`src/rtl/general_pack.sv`:
```
`default_nettype none
// ============================================================================
// Package     : general_pack
// Description : General-purpose sizing helpers shared across blocks.
// Revision    : 1.0 - initial release
// ============================================================================
package general_pack;

   // Bits needed to encode the values 0..value-1, never less than one bit.
   function automatic int log2up_func(input int value);
      int r;
      r = 1;
      for (int i = 1; i < 31; i++) begin
         if ((1 << r) < value) begin
            r = r + 1;
         end
      end
      return r;
   endfunction

endpackage
`default_nettype wire

```
`src/rtl/avalon_pack.sv`:
```
`default_nettype none
// ============================================================================
// Package     : avalon_pack
// Description : Shared types and width helpers for the Avalon-ST packetizer.
// Revision    : 1.0 - initial release
// ============================================================================
package avalon_pack;
   import general_pack::*;

   // Packetizer framing state: IDLE expects an sop word, ACTIVE is mid-packet.
   typedef enum logic [0:0] {
      IDLE   = 1'b0,
      ACTIVE = 1'b1
   } state_t;

   // Width of the packet-length field (must hold 0..max_packet_bytes).
   function automatic int len_w_func(input int max_packet_bytes);
      return log2up_func(max_packet_bytes + 1);
   endfunction

   // Width of the empty field (holds 0..data_width_in_bytes-1).
   function automatic int empty_w_func(input int data_width_in_bytes);
      return log2up_func(data_width_in_bytes);
   endfunction

endpackage
`default_nettype wire

```
`src/rtl/avalon_st_packetizer_if.sv`:
```
`default_nettype none
// ============================================================================
// Interface   : avalon_st_packetizer_if
// Description : Raw word input stream plus framed Avalon-ST output stream.
//               master = packetizer view, slave = producer/sink environment.
//               AVALON_PACKETIZER_ABORT_EN adds in_abort / out_error.
// Revision    : 1.0 - initial release
// ============================================================================
interface avalon_st_packetizer_if #(
   parameter int DATA_WIDTH_IN_BYTES = 16
) ();
   localparam int EMPTY_W = avalon_pack::empty_w_func(DATA_WIDTH_IN_BYTES);

   logic [8*DATA_WIDTH_IN_BYTES-1:0] in_data;
   logic                             in_valid;
   logic                             in_ready;
   logic [8*DATA_WIDTH_IN_BYTES-1:0] out_data;
   logic                             out_valid;
   logic                             out_ready;
   logic                             out_startofpacket;
   logic                             out_endofpacket;
   logic [EMPTY_W-1:0]               out_empty;
`ifdef AVALON_PACKETIZER_ABORT_EN
   logic                             in_abort;
   logic                             out_error;

   modport master (
      input  in_data, in_valid, in_abort, out_ready,
      output in_ready, out_data, out_valid, out_startofpacket,
             out_endofpacket, out_empty, out_error
   );

   modport slave (
      output in_data, in_valid, in_abort, out_ready,
      input  in_ready, out_data, out_valid, out_startofpacket,
             out_endofpacket, out_empty, out_error
   );
`else
   modport master (
      input  in_data, in_valid, out_ready,
      output in_ready, out_data, out_valid, out_startofpacket,
             out_endofpacket, out_empty
   );

   modport slave (
      output in_data, in_valid, out_ready,
      input  in_ready, out_data, out_valid, out_startofpacket,
             out_endofpacket, out_empty
   );
`endif

endinterface
`default_nettype wire

```
`src/rtl/avalon_st_out_reg.sv`:
```
`default_nettype none
// ============================================================================
// Module      : avalon_st_out_reg
// Description : Single valid/ready output register. Accepts a new payload
//               whenever it is empty or its current word is being taken, and
//               holds the payload stable while stalled.
// Revision    : 1.0 - initial release
// ============================================================================
module avalon_st_out_reg #(
   parameter int PAYLOAD_W = 8
) (
   input  wire logic                 clk,
   input  wire logic                 rst,
   input  wire logic                 i_valid,
   output logic                      o_ready,
   input  wire logic [PAYLOAD_W-1:0] i_data,
   output logic                      o_valid,
   output logic [PAYLOAD_W-1:0]      o_data,
   input  wire logic                 i_ready
);

   logic                 r_valid;
   logic [PAYLOAD_W-1:0] r_data;

   // Upstream may push whenever the register is empty or draining this cycle.
   assign o_ready = !r_valid || i_ready;

   // Load on upstream handshake; payload only changes when a word is loaded.
   always_ff @(posedge clk or posedge rst) begin
      if (rst) begin
         r_valid <= 1'b0;
         r_data  <= '0;
      end else if (o_ready) begin
         r_valid <= i_valid;
         if (i_valid) begin
            r_data <= i_data;
         end
      end
   end

   assign o_valid = r_valid;
   assign o_data  = r_data;

endmodule
`default_nettype wire

```
`src/rtl/avalon_st_packetizer.sv`:
```
`default_nettype none
// ============================================================================
// Module      : avalon_st_packetizer
// Description : Frames an unframed word stream into Avalon-ST packets of a
//               configurable byte length (sop/eop/empty), one register stage.
//               Optional macro AVALON_PACKETIZER_ABORT_EN adds in_abort, which
//               closes the packet early and flags the word with out_error.
// Revision    : 1.0 - initial release
// ============================================================================
module avalon_st_packetizer
   import general_pack::*, avalon_pack::*;
#(
   parameter  int DATA_WIDTH_IN_BYTES = 16,
   parameter  int MAX_PACKET_BYTES    = 1024,
   localparam int LEN_W               = len_w_func(MAX_PACKET_BYTES),
   localparam int EMPTY_W             = empty_w_func(DATA_WIDTH_IN_BYTES)
) (
   input  wire logic              clk,
   input  wire logic              rst,
   input  wire logic [LEN_W-1:0]  cfg_packet_len,
   avalon_st_packetizer_if.master bus,
   output logic                   busy
);

   localparam int DATA_W = 8 * DATA_WIDTH_IN_BYTES;
   // Counting width wide enough for both a packet length and the word size.
   localparam int DW_W   = log2up_func(DATA_WIDTH_IN_BYTES + 1);
   localparam int CNT_W  = (LEN_W > DW_W) ? LEN_W : DW_W;

   localparam logic [CNT_W-1:0] c_word_bytes = CNT_W'(DATA_WIDTH_IN_BYTES);
   localparam logic [LEN_W-1:0] c_max_len    = LEN_W'(MAX_PACKET_BYTES);

`ifdef AVALON_PACKETIZER_ABORT_EN
   localparam int PAYLOAD_W = 1 + EMPTY_W + 2 + DATA_W;
`else
   localparam int PAYLOAD_W = EMPTY_W + 2 + DATA_W;
`endif

   state_t                r_state;
   logic [LEN_W-1:0]      r_remaining;
   logic                  r_busy;

   logic [LEN_W-1:0]      w_eff_len;
   logic [CNT_W-1:0]      w_count;
   logic                  w_last;
   logic                  w_abort;
   logic                  w_sop;
   logic                  w_eop;
   logic [EMPTY_W-1:0]    w_empty;
   logic                  w_in_ready;
   logic                  w_load;
   logic [PAYLOAD_W-1:0]  w_pay_d;
   logic [PAYLOAD_W-1:0]  w_pay_q;
   logic                  w_q_valid;
   logic                  w_q_eop;

`ifdef AVALON_PACKETIZER_ABORT_EN
   assign w_abort = bus.in_abort;
`else
   assign w_abort = 1'b0;
`endif

   assign w_load = bus.in_valid && w_in_ready;

   // Zero or out-of-range lengths fall back to the largest legal packet.
   always_comb begin
      w_eff_len = cfg_packet_len;
      if ((cfg_packet_len == '0) || (cfg_packet_len > c_max_len)) begin
         w_eff_len = c_max_len;
      end
   end

   // Framing of the word being offered: bytes left in the packet decide eop/empty.
   always_comb begin
      w_count = CNT_W'(r_remaining);
      if (r_state == IDLE) begin
         w_count = CNT_W'(w_eff_len);
      end
      w_last  = (w_count <= c_word_bytes);
      w_sop   = (r_state == IDLE);
      w_eop   = w_last || w_abort;
      w_empty = '0;
      if (w_last && !w_abort) begin
         w_empty = EMPTY_W'(c_word_bytes - w_count);
      end
   end

   // Packet state and byte counter advance once per accepted input word.
   always_ff @(posedge clk or posedge rst) begin
      if (rst) begin
         r_state     <= IDLE;
         r_remaining <= '0;
      end else if (w_load) begin
         if (w_eop) begin
            r_state     <= IDLE;
            r_remaining <= '0;
         end else begin
            r_state     <= ACTIVE;
            r_remaining <= LEN_W'(w_count - c_word_bytes);
         end
      end
   end

   // Open-packet flag: set on the sop load, cleared when the eop word is taken.
   always_ff @(posedge clk or posedge rst) begin
      if (rst) begin
         r_busy <= 1'b0;
      end else if (w_load && w_sop) begin
         r_busy <= 1'b1;
      end else if (w_q_valid && bus.out_ready && w_q_eop) begin
         r_busy <= 1'b0;
      end
   end

   assign busy = r_busy;

`ifdef AVALON_PACKETIZER_ABORT_EN
   assign w_pay_d = {w_abort, w_empty, w_eop, w_sop, bus.in_data};
   assign {bus.out_error, bus.out_empty, w_q_eop, bus.out_startofpacket,
           bus.out_data} = w_pay_q;
`else
   assign w_pay_d = {w_empty, w_eop, w_sop, bus.in_data};
   assign {bus.out_empty, w_q_eop, bus.out_startofpacket, bus.out_data} = w_pay_q;
`endif

   assign bus.out_endofpacket = w_q_eop;
   assign bus.out_valid       = w_q_valid;
   assign bus.in_ready        = w_in_ready;

   avalon_st_out_reg #(
      .PAYLOAD_W (PAYLOAD_W)
   ) u_out_reg (
      .clk     (clk),
      .rst     (rst),
      .i_valid (bus.in_valid),
      .o_ready (w_in_ready),
      .i_data  (w_pay_d),
      .o_valid (w_q_valid),
      .o_data  (w_pay_q),
      .i_ready (bus.out_ready)
   );

endmodule
`default_nettype wire

```
`src/flat_wrapper.sv`:
```
// flat-port wrapper written by rule: the top's interface ports become plain ports
module avalon_st_packetizer_flat import general_pack::*, avalon_pack::*;
#(
   parameter  int DATA_WIDTH_IN_BYTES = 16,
   parameter  int MAX_PACKET_BYTES    = 1024,
   localparam int LEN_W               = len_w_func(MAX_PACKET_BYTES),
   localparam int EMPTY_W             = empty_w_func(DATA_WIDTH_IN_BYTES)
)
  (clk, rst, cfg_packet_len, busy, bus_in_data, bus_in_valid, bus_out_ready, bus_in_ready, bus_out_data, bus_out_valid, bus_out_startofpacket, bus_out_endofpacket, bus_out_empty);
  avalon_st_packetizer_if #(.DATA_WIDTH_IN_BYTES(DATA_WIDTH_IN_BYTES)) bus_i ();
  input  wire logic clk;
  input  wire logic rst;
  input  wire logic [LEN_W-1:0] cfg_packet_len;
  output logic busy;
  input wire logic [$bits(bus_i.in_data)-1:0] bus_in_data;
  input wire logic [$bits(bus_i.in_valid)-1:0] bus_in_valid;
  input wire logic [$bits(bus_i.out_ready)-1:0] bus_out_ready;
  output wire logic [$bits(bus_i.in_ready)-1:0] bus_in_ready;
  output wire logic [$bits(bus_i.out_data)-1:0] bus_out_data;
  output wire logic [$bits(bus_i.out_valid)-1:0] bus_out_valid;
  output wire logic [$bits(bus_i.out_startofpacket)-1:0] bus_out_startofpacket;
  output wire logic [$bits(bus_i.out_endofpacket)-1:0] bus_out_endofpacket;
  output wire logic [$bits(bus_i.out_empty)-1:0] bus_out_empty;
  assign bus_i.in_data = bus_in_data;
  assign bus_i.in_valid = bus_in_valid;
  assign bus_i.out_ready = bus_out_ready;
  assign bus_in_ready = bus_i.in_ready;
  assign bus_out_data = bus_i.out_data;
  assign bus_out_valid = bus_i.out_valid;
  assign bus_out_startofpacket = bus_i.out_startofpacket;
  assign bus_out_endofpacket = bus_i.out_endofpacket;
  assign bus_out_empty = bus_i.out_empty;
  avalon_st_packetizer #(.DATA_WIDTH_IN_BYTES(DATA_WIDTH_IN_BYTES), .MAX_PACKET_BYTES(MAX_PACKET_BYTES)) u_core (.clk(clk), .rst(rst), .cfg_packet_len(cfg_packet_len), .bus(bus_i), .busy(busy));
endmodule
```
`config.mk`:
```
export PLATFORM = sky130hd
export DESIGN_NAME = avalon_st_packetizer_flat
export DESIGN_NICKNAME = d
export VERILOG_FILES = /design/src/rtl/general_pack.sv /design/src/rtl/avalon_pack.sv /design/src/rtl/avalon_st_packetizer_if.sv /design/src/rtl/avalon_st_out_reg.sv /design/src/rtl/avalon_st_packetizer.sv /design/src/flat_wrapper.sv
export SDC_FILE = /design/constraint.sdc
export NUM_CORES = 1
export LEC_CHECK = 0
export ABC_AREA = 0
export CAP_MARGIN = 20
export CORE_AREA = 10 10 145 147
export CTS_CLUSTER_DIAMETER = 120
export DETAILED_ROUTE_END_ITERATION = 6
export DIE_AREA = 0 0 155 157
export PLACE_DENSITY = 0.72
export SETUP_SLACK_MARGIN = 0.4
export SLEW_MARGIN = 25
export SYNTH_ARGS = -nofsm -noshare
export SYNTH_HDL_FRONTEND = slang
export SYNTH_HIERARCHICAL = 1
export SYNTH_SLANG_ARGS = --single-unit
```
`constraint.sdc`:
```
create_clock -name clk -period 4.5 [get_ports clk]
set_input_delay 0.45 -clock clk [delete_from_list [all_inputs] [get_ports clk]]
set_output_delay 0.45 -clock clk [all_outputs]
set_load 0.02 [all_outputs]
```
==> results by group, run 1 <==
Floorplanning
  • Rows: 50
  • Initial Util: ~34%
  • Core area: 18300 µm²
  • DIE AREA: about 24000 µm²
  • IO Pins: 280
  • Die Span Y: 157 µm
  • DIE WIDTH: ~160 µm

Yosys
  • Post-synth top flop: dfrtp_1
  • Commonest cells in the netlist: 148 x dfrtp_1, 74 x mux2_2, 60 x mux2_4
  • Sequential fraction of the synthesis area: 59.1%
  • Ys Warns: 6
  • Area leader, netlist: dfrtp_1
  • Post-Syn Area: 6270 µm²
  • Post-synth ARST share: 100%
  • Top-count cell post-synth: dfrtp_1
  • Post-synth EDFFs: 0
  • Synthesis-stage register bit count: 148
  • Mapped Cells: 396
  • Syn_area_per_cell: 15.8 µm²
  • Yosys top cell area share: 59.1%
  • Mapped Nets: 541
  • Synth unique cells: 39
  • Top area cells in the synthesized netlist: dfrtp_1 59%, mux2_4 14%, mux2_2 13%

Critical path
  • Crit start category: register
  • Crit-path cells: nor2_1, a22oi_1, ha_1, a31oi_4, nor3_4, and2_1, mux2_2
  • WS Path Type: register to register
  • CP endpoint kind: register
  • Largest delay share family, worst path: simple AND/OR/NAND/NOR gates
  • Worst path max stage delay: 930 ps
  • Critical path buffers and inverters: 0
  • Worst path slowest cell: dfrtp_1
  • CP required: 4850 ps
  • WP data arrival: 3320 ps
  • Critical Path Fanout Max: 27

Detailed routing
  • WL/cell: 19.6 µm
  • Metal-1 WL: between 7000 and 8000 µm
  • Antenna Violating Nets Remaining: 0
  • Via count: 4276
  • Met3 routed WL: 1920 µm
  • DRT Wirelength: around 18000 µm
  • DR iter-0 viols: 86
  • Met2 wire len: around 9000 µm
  • Drt first pass iters: 4
  • Top Metal Used: met4
  • Via density: ~4.6
  • DRC violations left: 0

Clocking
  • Clock slew at reported path FFs: 60 ps
  • CTS tree: yes
  • Buffer count from post-CTS setup fixing: 0
  • # H-tree levels: 4
  • Clock buffer depth: 2
  • Clock Tree Root: clkbuf_16
  • Clock sinks: 148
  • Post-CTS Hold Fix Bufs: 0
  • Worst-Skew Late Latency: 410 ps
  • CTS buffer count: 17
  • PostCTS Resize Cnt: 0

Hold path
  • Worst hold-check path type: register to register

STA
  • Fin crit share: 66.0%
  • Minimum clock period: 2970 ps
  • Final setup margin: approximately 1500 ps
  • Relative slew slack: about 40%
  • Slew Limit Fails: 0
  • Measured slew at the worst slew-check pin: 913 ps
  • Max Freq: 0.337 GHz
  • RSZ-0062 raised after global routing: false
  • Layout Skew: around 5.7 ps
  • Final hold violations: 0
  • Count of final setup violators: 0
  • Setup TNS: 0 ps

Status
  • Outcome: finished, final reports clean

GRT
  • Initial antenna violation count: 0
  • First-pass GRT wire length: 28200 µm
  • Total track usage: between 10% and 20%
  • Grt ovf: 0
  • Largest net degree at the start of global routing: 102
  • Vias in the first global route: 4970

Placement
  • RD Place Congestion: between 0.8 and 0.9
  • Hpwl dp: 13700 µm
  • Buffers on Ports: 279
  • Place WS: 1400 ps

Pwr
  • Leak pwr: 0.00416 µW
  • Maximum VDD drop: 0.243 mV
  • Pwr Density: 451 nW/µm²

Layout
  • Fillers: 1507
  • Layout cell share with drive strength beyond 1: 26.9%
  • Antenna cells: 0
  • Area Growth Syn to Fin: 56.1%
  • Fin nets: 820

Flow run
  • Maxcap violations: 0
==> tightest hold or removal path, stage by stage (launching register included) <==
cell and delay (ps):
dfrtp_1 340, nand2_1 60, o31ai_1 60
==> cell families (layout without fill, tap and decap cells) <==
logic type      Yosys count  after routing  share of synthesized area (%)
mux                     134            134                           27.7
buf+inv                  25            317                           2.91
simple gates             44             44                           4.21
flops                   148            148                           59.1
fa+ha+maj                 2              2                          0.399
compound gates           38             38                           5.03
xor+xnor                  5              5                          0.699
==> flip-flops by register name, summed over array words and instances, names as in the netlist <==
| name | cells |
|---|---|
| u_core/r_remaining | 11 |
| u_core/u_out_reg/o_data | 134 |
| u_core/u_out_reg/o_valid | 1 |
| u_core/busy | 1 |
| u_core/r_state | 1 |
==> area by class of cell <==
class / instances / area (µm²) / share of cell area (%)
clock inverters: 11 / 103 / 1.05
clock buffers: 21 / 450 / 4.60
multi-input cells: 223 / 2400 / 24.5
flip-flops and latches: 148 / 3700 / 37.8
well taps: 234 / 293 / 2.99
repair buffers: 281 / 2820 / 28.8
inverters: 4 / 20.0 / 0.205
==> layout by cell type, fill, tap and decap left out, types with 2 or more instances in the layout <==
master,count
clkdlybuf4s50_1,279
dfrtp_1,148
mux2_2,74
mux2_4,60
clkbuf_16,17
nand2_1,15
o21ai_0,8
a21oi_1,7
nor3b_1,6
o31ai_2,6
xnor2_1,5
nor2_1,4
clkbuf_1,3
clkinv_2,3
clkinvlp_4,3
inv_6,3
inv_1,3
nor4_1,3
a21oi_2,3
nand3_1,3
o31ai_1,3
clkinv_4,2
nor3b_2,2
nand4_1,2
a22oi_1,2
and2_1,2
a31oi_1,2
ha_1,2
==> metal layers <==
layer  vias to the layer above  global-route usage (%)
met2                       190                    24.6
met4                         0                    3.64
met1                      2111                    16.1
met5                         -                       0
li1                       1966                       -
met3                         9                    7.64
==> per-stage QoR <==
| step | hold slack [ps] | instances | area, µm² | utilization, % | power [µW] |
|---|---|---|---|---|---|
| finish | 489 | 922 | 9790 | 53.4 | 4420 |
| detailed placement | 481 | 890 | 9230 | 50.4 | 3120 |
| global route | 514 | 922 | 9790 | 53.4 | 4640 |
| global placement | 466 | 890 | 9230 | 50.4 | 3080 |
| floorplan | 327 | 396 | 6270 | - | 2480 |
| CTS | 493 | 922 | 9790 | 53.4 | 4490 |
==> power by group <==
group	internal (µW)	switching, µW
clock network	777	553
logic	738	637
registers	1560	155
total	3070	1340
==> path summary, 6_finish.rpt <==
check / from / endpoint / slack, ps / cells past startpoint
worst max-delay path: u_core/r_state$_DFFE_PP0P_ / u_core/u_out_reg/o_data[133]$_DFFE_PP0P_ / 1530 / 7
worst min-delay path: u_core/r_remaining[1]$_DFFE_PP0P_ / u_core/r_remaining[1]$_DFFE_PP0P_ / 490 / 2
worst max register to register: u_core/r_state$_DFFE_PP0P_ / u_core/u_out_reg/o_data[133]$_DFFE_PP0P_ / 1530 / 7
worst min register to register: u_core/r_remaining[1]$_DFFE_PP0P_ / u_core/r_remaining[1]$_DFFE_PP0P_ / 490 / 2
max in group asynchronous: rst / u_core/u_out_reg/o_data[90]$_DFFE_PP0P_ / 2800 / 3
min in group asynchronous: rst / u_core/r_remaining[4]$_DFFE_PP0P_ / 540 / 2
Note: power is estimated with default switching activity, not from simulation.
==> run 2, diff against run 1 <==
Clock period 4.5 ns to 2.9 ns, I/O delays scaled along.
==> run 2 against run 1 <==
  * Clock power grew 86%
  * Global-route usage increased by 0.36 points
  * Core utilization is 1.3 points higher
  * Register-to-register slack lost 870 ps
  * Critical endpoint is now u_core/r_remaining[9]$_DFFE_PP0P_
==> results by group, run 2 (synthesized netlist as in run 1, its figures left out) <==
Clocking
  • Worst-Skew Late Latency: 420 ps (was 410 ps)
  • CTS buffer count: 17 (unchanged)
  • PostCTS Resize Cnt: 0 (unchanged)
  • # H-tree levels: 4 (unchanged)
  • Clock sinks: 148 (unchanged)
  • Post-CTS Hold Fix Bufs: 0 (unchanged)
  • Clock buffer depth: 2 (unchanged)
  • Buffer count from post-CTS setup fixing: 0 (unchanged)
  • CTS tree: yes (unchanged)
  • Clock Tree Root: clkbuf_16 (unchanged)
  • Clock slew at reported path FFs: 60 ps (about the same)

Placement
  • Buffers on Ports: 279 (unchanged)
  • Placed cell count: 902 (was 890)
  • Hpwl dp: 14400 µm (was 13700 µm)
  • Placed Area: 9360 µm² (was 9230 µm²)
  • RD Place Congestion: 0.839 (was 0.884)

STA
  • Final hold violations: 0 (unchanged)
  • Minimum clock period: 2240 ps (was 2970 ps)
  • Fin crit share: 77.3% (was 66.0%)
  • Setup TNS: 0 ps (unchanged)
  • Relative slew slack: 45.1% (was 39.1%)
  • Layout Skew: 15.4 ps (was 5.66 ps)
  • Slew Limit Fails: 0 (unchanged)
  • Count of final setup violators: 0 (unchanged)
  • WHS: 301 ps (was 489 ps)
  • RSZ-0062 raised after global routing: false (unchanged)
  • Max Freq: 0.446 GHz (was 0.337 GHz)
  • Measured slew at the worst slew-check pin: 822 ps (was 913 ps)

Layout
  • Most common cell after layout, fill and taps aside: clkdlybuf4s50_1 (unchanged)
  • Antenna cells: 0 (unchanged)
  • Layout cell share with drive strength beyond 1: 28.1% (was 26.9%)
  • Area Growth Syn to Fin: 59.9% (was 56.1%)
  • Most frequent cells in the layout: 279 x clkdlybuf4s50_1, 148 x dfrtp_1, 74 x mux2_2, 60 x mux2_4, 17 x clkbuf_16 (unchanged)
  • Max FFs per register: 134 (unchanged)
  • Finished Cell Area: 10000 µm² (was 9790 µm²)
  • Fin nets: 832 (was 820)
  • Post-Layout Cell Count: 934 (was 922)

Detailed routing
  • Via count: 4298 (was 4276)
  • WL/cell: 19.8 µm (was 19.6 µm)
  • Drt first pass iters: 4 (unchanged)
  • DR iter-0 viols: 106 (was 86)
  • DRC violations left: 0 (unchanged)
  • DRT Wirelength: 18500 µm (was 18100 µm)
  • Via density: 4.60 (was 4.64)
  • Antenna Violating Nets Remaining: 0 (unchanged)

Critical path
  • WP data arrival: 2500 ps (was 3320 ps)
  • Crit start category: register (unchanged)
  • CP required: 3160 ps (was 4850 ps)
  • CP endpoint kind: register (unchanged)
  • Worst R2R Setup Slack: 660 ps (was 1530 ps)
  • WS Path Type: register to register (unchanged)
  • Critical Path Fanout Max: 24 (was 27)

GRT
  • Initial antenna violation count: 0 (unchanged)
  • Total track usage: 15.0% (was 14.7%)
  • Grt ovf: 0 (unchanged)
  • Largest net degree at the start of global routing: 54 (was 102)
  • First-pass GRT wire length: 28600 µm (was 28200 µm)
  • Vias in the first global route: 4994 (was 4970)

Floorplanning
  • Core area: 18300 µm² (unchanged)
  • DIE WIDTH: 155 µm (unchanged)
  • Die Span Y: 157 µm (unchanged)
  • Rows: 50 (unchanged)
  • DIE AREA: 24300 µm² (unchanged)
  • IO Pins: 280 (unchanged)
  • Initial Util: 34.2% (unchanged)

Pwr
  • Leak pwr: 0.00429 µW (was 0.00416 µW)
  • Pwr Density: 728 nW/µm² (was 451 nW/µm²)
  • Maximum VDD drop: 0.387 mV (was 0.243 mV)
  • Total power: 7290 µW (was 4420 µW)

Hold path
  • Worst hold-check path type: input port to async pin (was register to register)

Status
  • Outcome: finished, final reports clean (unchanged)

Flow run
  • Maxcap violations: 0 (unchanged)
==> run 2: area by class of cell <==
| cell class | instances | area [µm²] |
|---|---|---|
| Fill cell | 1490 | 8310 |
| Sequential cell | 148 | 3700 |
| Timing Repair Buffer | 293 | 2950 |
| Multi-Input combinational cell | 223 | 2400 |
| Clock buffer | 20 | 437 |
| Tap cell | 234 | 293 |
| Clock inverter | 12 | 228 |
| Inverter | 4 | 18.8 |
==> run 2: per-layer routing <==
metal | global-route usage, % | share of wire, % | vias up
met5 | 0 | 0 | -
met3 | 6.39 | 7.9 | 13
met2 | 26.1 | 53 | 158
li1 | - | - | 1999
met4 | 4.50 | 1.2 | 0
met1 | 16.4 | 38 | 2128
==> run 2: worst max-delay path, cell delays in order, from the launching register on <==
cell,delay [ps]
dfrtp_1,410
buf_4,230
a22oi_1,320
ha_1,320
a31oi_4,130
nor3_4,350
buf_4,230
o31ai_1,80
==> run 2: stage by stage <==
stage | setup slack (ps) | util [%]
after floorplan | 780 | -
after global placement | 483 | 51.1
after detailed placement | 451 | 51.1
after CTS | 674 | 54.7
after global routing | 549 | 54.7
final | 660 | 54.7
==> run 2: worst paths after layout <==
path	startpoint	endpoint	cells past startpoint
max	u_core/r_state$_DFFE_PP0P_	u_core/r_remaining[9]$_DFFE_PP0P_	7
min reg2reg	u_core/r_remaining[0]$_DFFE_PP0P_	u_core/r_remaining[0]$_DFFE_PP0P_	2
min in group clk	bus_in_data[121]	u_core/u_out_reg/o_data[121]$_DFFE_PP0P_	2
min	rst	u_core/r_remaining[2]$_DFFE_PP0P_	2
max reg2reg	u_core/r_state$_DFFE_PP0P_	u_core/r_remaining[9]$_DFFE_PP0P_	7
max in group asynchronous	rst	u_core/u_out_reg/o_data[50]$_DFFE_PP0P_	3
==> run 2: power by group <==
| group | switching, µW | leakage, µW | internal, µW |
|---|---|---|---|
| sequential | 218 | 0.00175 | 2420 |
| combinational | 1020 | 0.00222 | 1170 |
| clock | 855 | 0.000319 | 1620 |
| total | 2090 | 0.00429 | 5200 |
==> run 3, diff against run 2 <==
Clock period 2.9 ns to 2.14 ns, I/O delays scaled along.
==> run 3 against run 2 <==
  * Core utilization is 1.5 points higher
  * Sequential share of layout area is 0.94 points lower
  * Combinational power is 48% higher
  * Global-route usage is 0.42 points higher
  * Clock skew is 6.3 ps lower
  * Highest routed layer unchanged
  * Critical path type unchanged
  * Fmax is 19% higher
  * Worst hold slack worse by 77 ps
  * Largest power group unchanged
  * First-iteration DRC count is 7.5% lower
  * Routed wire length is 3.7% higher
  * Clock power is 14% higher
==> results by group, run 3 (synthesized netlist as in run 1, its figures left out) <==
Critical path
  • WS Path Type: register to register (unchanged)
  • CP endpoint kind: register (unchanged)
  • Worst R2R Setup Slack: 260 ps (was 660 ps)
  • Crit start category: register (unchanged)
  • Worst path slowest cell: dfrtp_2 (was dfrtp_1)
  • Crit-path cells: clkbuf_16, o21ai_0, o21a_4, nand3_4, buf_4, nor4_1, mux2_2 (was buf_4, a22oi_1, ha_1, a31oi_4, nor3_4, buf_4, o31ai_1)
  • CP required: 2490 ps (was 3160 ps)
  • R2r endpoint: u_core/u_out_reg/o_data[132]$_DFFE_PP0P_ (was u_core/r_remaining[9]$_DFFE_PP0P_)
  • Reg-to-reg critical path startpoint: u_core/r_state$_DFFE_PP0P_ (unchanged)
  • Critical Path Fanout Max: 8 (was 24)
  • FF-to-FF path depth: 7 (unchanged)
  • Worst path max stage delay: 500 ps (was 410 ps)
  • WP data arrival: 2230 ps (was 2500 ps)

Detailed routing
  • DR iter-0 viols: 98 (was 106)
  • Via count: 4513 (was 4298)
  • Antenna Violating Nets Remaining: 0 (unchanged)
  • WL/cell: 20.0 µm (was 19.8 µm)
  • Via density: 4.72 (was 4.60)
  • DRT Wirelength: 19200 µm (was 18500 µm)
  • Drt first pass iters: 4 (unchanged)
  • DRC violations left: 0 (unchanged)

Layout
  • Max FFs per register: 134 (unchanged)
  • Most frequent cells in the layout: 278 x clkdlybuf4s50_1, 147 x dfrtp_1, 74 x mux2_2, 60 x mux2_4, 25 x buf_4 (was 279 x clkdlybuf4s50_1, 148 x dfrtp_1, 74 x mux2_2, 60 x mux2_4, 17 x clkbuf_16)
  • Fillers: 1490 (unchanged)
  • Layout cell share with drive strength beyond 1: 32.2% (was 28.1%)
  • Area Growth Syn to Fin: 64.2% (was 59.9%)
  • Most common cell after layout, fill and taps aside: clkdlybuf4s50_1 (unchanged)
  • Post-Layout Cell Count: 957 (was 934)
  • Multi-input gate area: 2500 µm² (was 2400 µm²)
  • Fin nets: 855 (was 832)
  • Antenna cells: 0 (unchanged)
  • FF+latch area: 3700 µm² (about the same)

GRT
  • Vias in the first global route: 5200 (was 4994)
  • M3 GR Usage: 7.45% (was 6.39%)
  • Grt ovf: 0 (unchanged)
  • GR met1 Demand/Resource: 15.7% (was 16.4%)
  • Met2 GRT Util: 27.3% (was 26.1%)
  • Largest net degree at the start of global routing: 36 (was 54)
  • Top Usage Layer GRT: met2 (unchanged)
  • Initial antenna violation count: 0 (unchanged)
  • First-pass GRT wire length: 29500 µm (was 28600 µm)
  • Total track usage: 15.5% (was 15.0%)

STA
  • Fin crit share: 87.9% (was 77.3%)
  • Relative slew slack: 54.8% (was 45.1%)
  • Layout Skew: 9.14 ps (was 15.4 ps)
  • Max Freq: 0.531 GHz (was 0.446 GHz)
  • RSZ-0062 raised after global routing: true (was false)
  • WHS: 223 ps (was 301 ps)
  • Final hold violations: 0 (unchanged)
  • Count of final setup violators: 0 (unchanged)
  • Setup TNS: 0 ps (unchanged)
  • Measured slew at the worst slew-check pin: 677 ps (was 822 ps)
  • Minimum clock period: 1880 ps (was 2240 ps)
  • Slew Limit Fails: 0 (unchanged)

Clocking
  • # H-tree levels: 4 (unchanged)
  • Post-CTS Hold Fix Bufs: 0 (unchanged)
  • Clock sinks: 148 (unchanged)
  • Worst-Skew Late Latency: 410 ps (was 420 ps)
  • Clock slew at reported path FFs: 60 ps (about the same)
  • Clock Tree Root: clkbuf_16 (unchanged)
  • CTS tree: yes (unchanged)
  • CTS buffer count: 17 (unchanged)
  • Clock buffer depth: 2 (unchanged)

Pwr
  • Maximum VDD drop: 0.546 mV (was 0.387 mV)
  • Leak pwr: 0.00440 µW (was 0.00429 µW)
  • Total power: 9640 µW (was 7290 µW)
  • Pwr Density: 936 nW/µm² (was 728 nW/µm²)

Placement
  • Placed cell count: 918 (was 902)
  • RD Place Congestion: 0.823 (was 0.839)
  • Buffers on Ports: 279 (unchanged)
  • Hpwl dp: 14800 µm (was 14400 µm)

Floorplanning
  • DIE AREA: 24300 µm² (unchanged)
  • IO Pins: 280 (unchanged)
  • Initial Util: 34.2% (unchanged)
  • Die Span Y: 157 µm (unchanged)
  • Core area: 18300 µm² (unchanged)
  • Rows: 50 (unchanged)
  • DIE WIDTH: 155 µm (unchanged)

Status
  • Outcome: finished, final reports clean (unchanged)

Flow run
  • Maxcap violations: 0 (unchanged)

Hold path
  • Worst hold-check path type: input port to async pin (unchanged)
run 3: cell count changes in the layout (fill, tap and decap cells not counted), sizes merged:
cell / change
buf: +21
bufbuf: +1
bufinv: -5
clkbuf: +2
clkdlybuf4s50: -1
clkinv: -2
clkinvlp: +5
dlygate4sd2: +1
inv: +1
run 3: worst max path at each step:
stage | from | endpoint | slack, ps | depth (start not counted)
5_1_grt | u_core/r_state$_DFFE_PP0P_ | u_core/u_out_reg/o_data[129]$_DFFE_PP0P_ | 210 | 7
2_1_floorplan | u_core/r_state$_DFFE_PP0P_ | u_core/u_out_reg/o_data[133]$_DFFE_PP0P_ | 170 | 10
4_1_cts | u_core/r_state$_DFFE_PP0P_ | u_core/u_out_reg/o_data[131]$_DFFE_PP0P_ | 310 | 7
3_3_place_gp | cfg_packet_len[10] | u_core/u_out_reg/o_data[133]$_DFFE_PP0P_ | 70 | 8
3_5_place_dp | cfg_packet_len[10] | u_core/r_remaining[1]$_DFFE_PP0P_ | 40 | 8
6_report | u_core/r_state$_DFFE_PP0P_ | u_core/u_out_reg/o_data[132]$_DFFE_PP0P_ | 260 | 7
run 3: final cells by class:
cell class	instances	area share, %
well taps	234	2.85
flip-flops and latches	148	36.0
clock buffers	21	4.47
multi-input cells	223	24.3
inverters	4	0.182
clock inverters	11	0.997
repair buffers	316	31.2
run 3: stage by stage:
step                      util [%]  instance area [µm²]  setup WS [ps]
after floorplan                  -                 6290            173
after detailed placement      52.0                 9530           35.2
after CTS                     55.7                10200            306
after global routing          56.1                10300            207
after global placement        52.0                 9530           68.2
final                         56.1                10300            259
run 3: per-layer routing:
layer  vias to the layer above  share of wire (%)
li1                       2034                  -
met1                      2278                 35
met3                        18                9.4
met5                         -                  0
met4                         0                1.3
met2                       183                 54
run 3: timing repair:
| action | 4_1_cts | 5_1_grt |
|---|---|---|
| cloned | 1 | 1 |
| pin swaps | 5 | 3 |
| setup endpoints to repair | 17 | 16 |
| resized for setup | 12 | 10 |
| setup buffers | 4 | 1 |
run 3: worst max-delay path, delay by kind of cell (launching register included):
family | cells | cell delay, ps
buf+inv | 2 | 350
mux | 1 | 220
compound gates | 2 | 310
simple gates | 2 | 440
flops | 1 | 500
run 3: power by group:
part           internal (µW)  switching [µW]
Clock                   1660            1160
Combinational           1770            1460
Sequential              3270             311
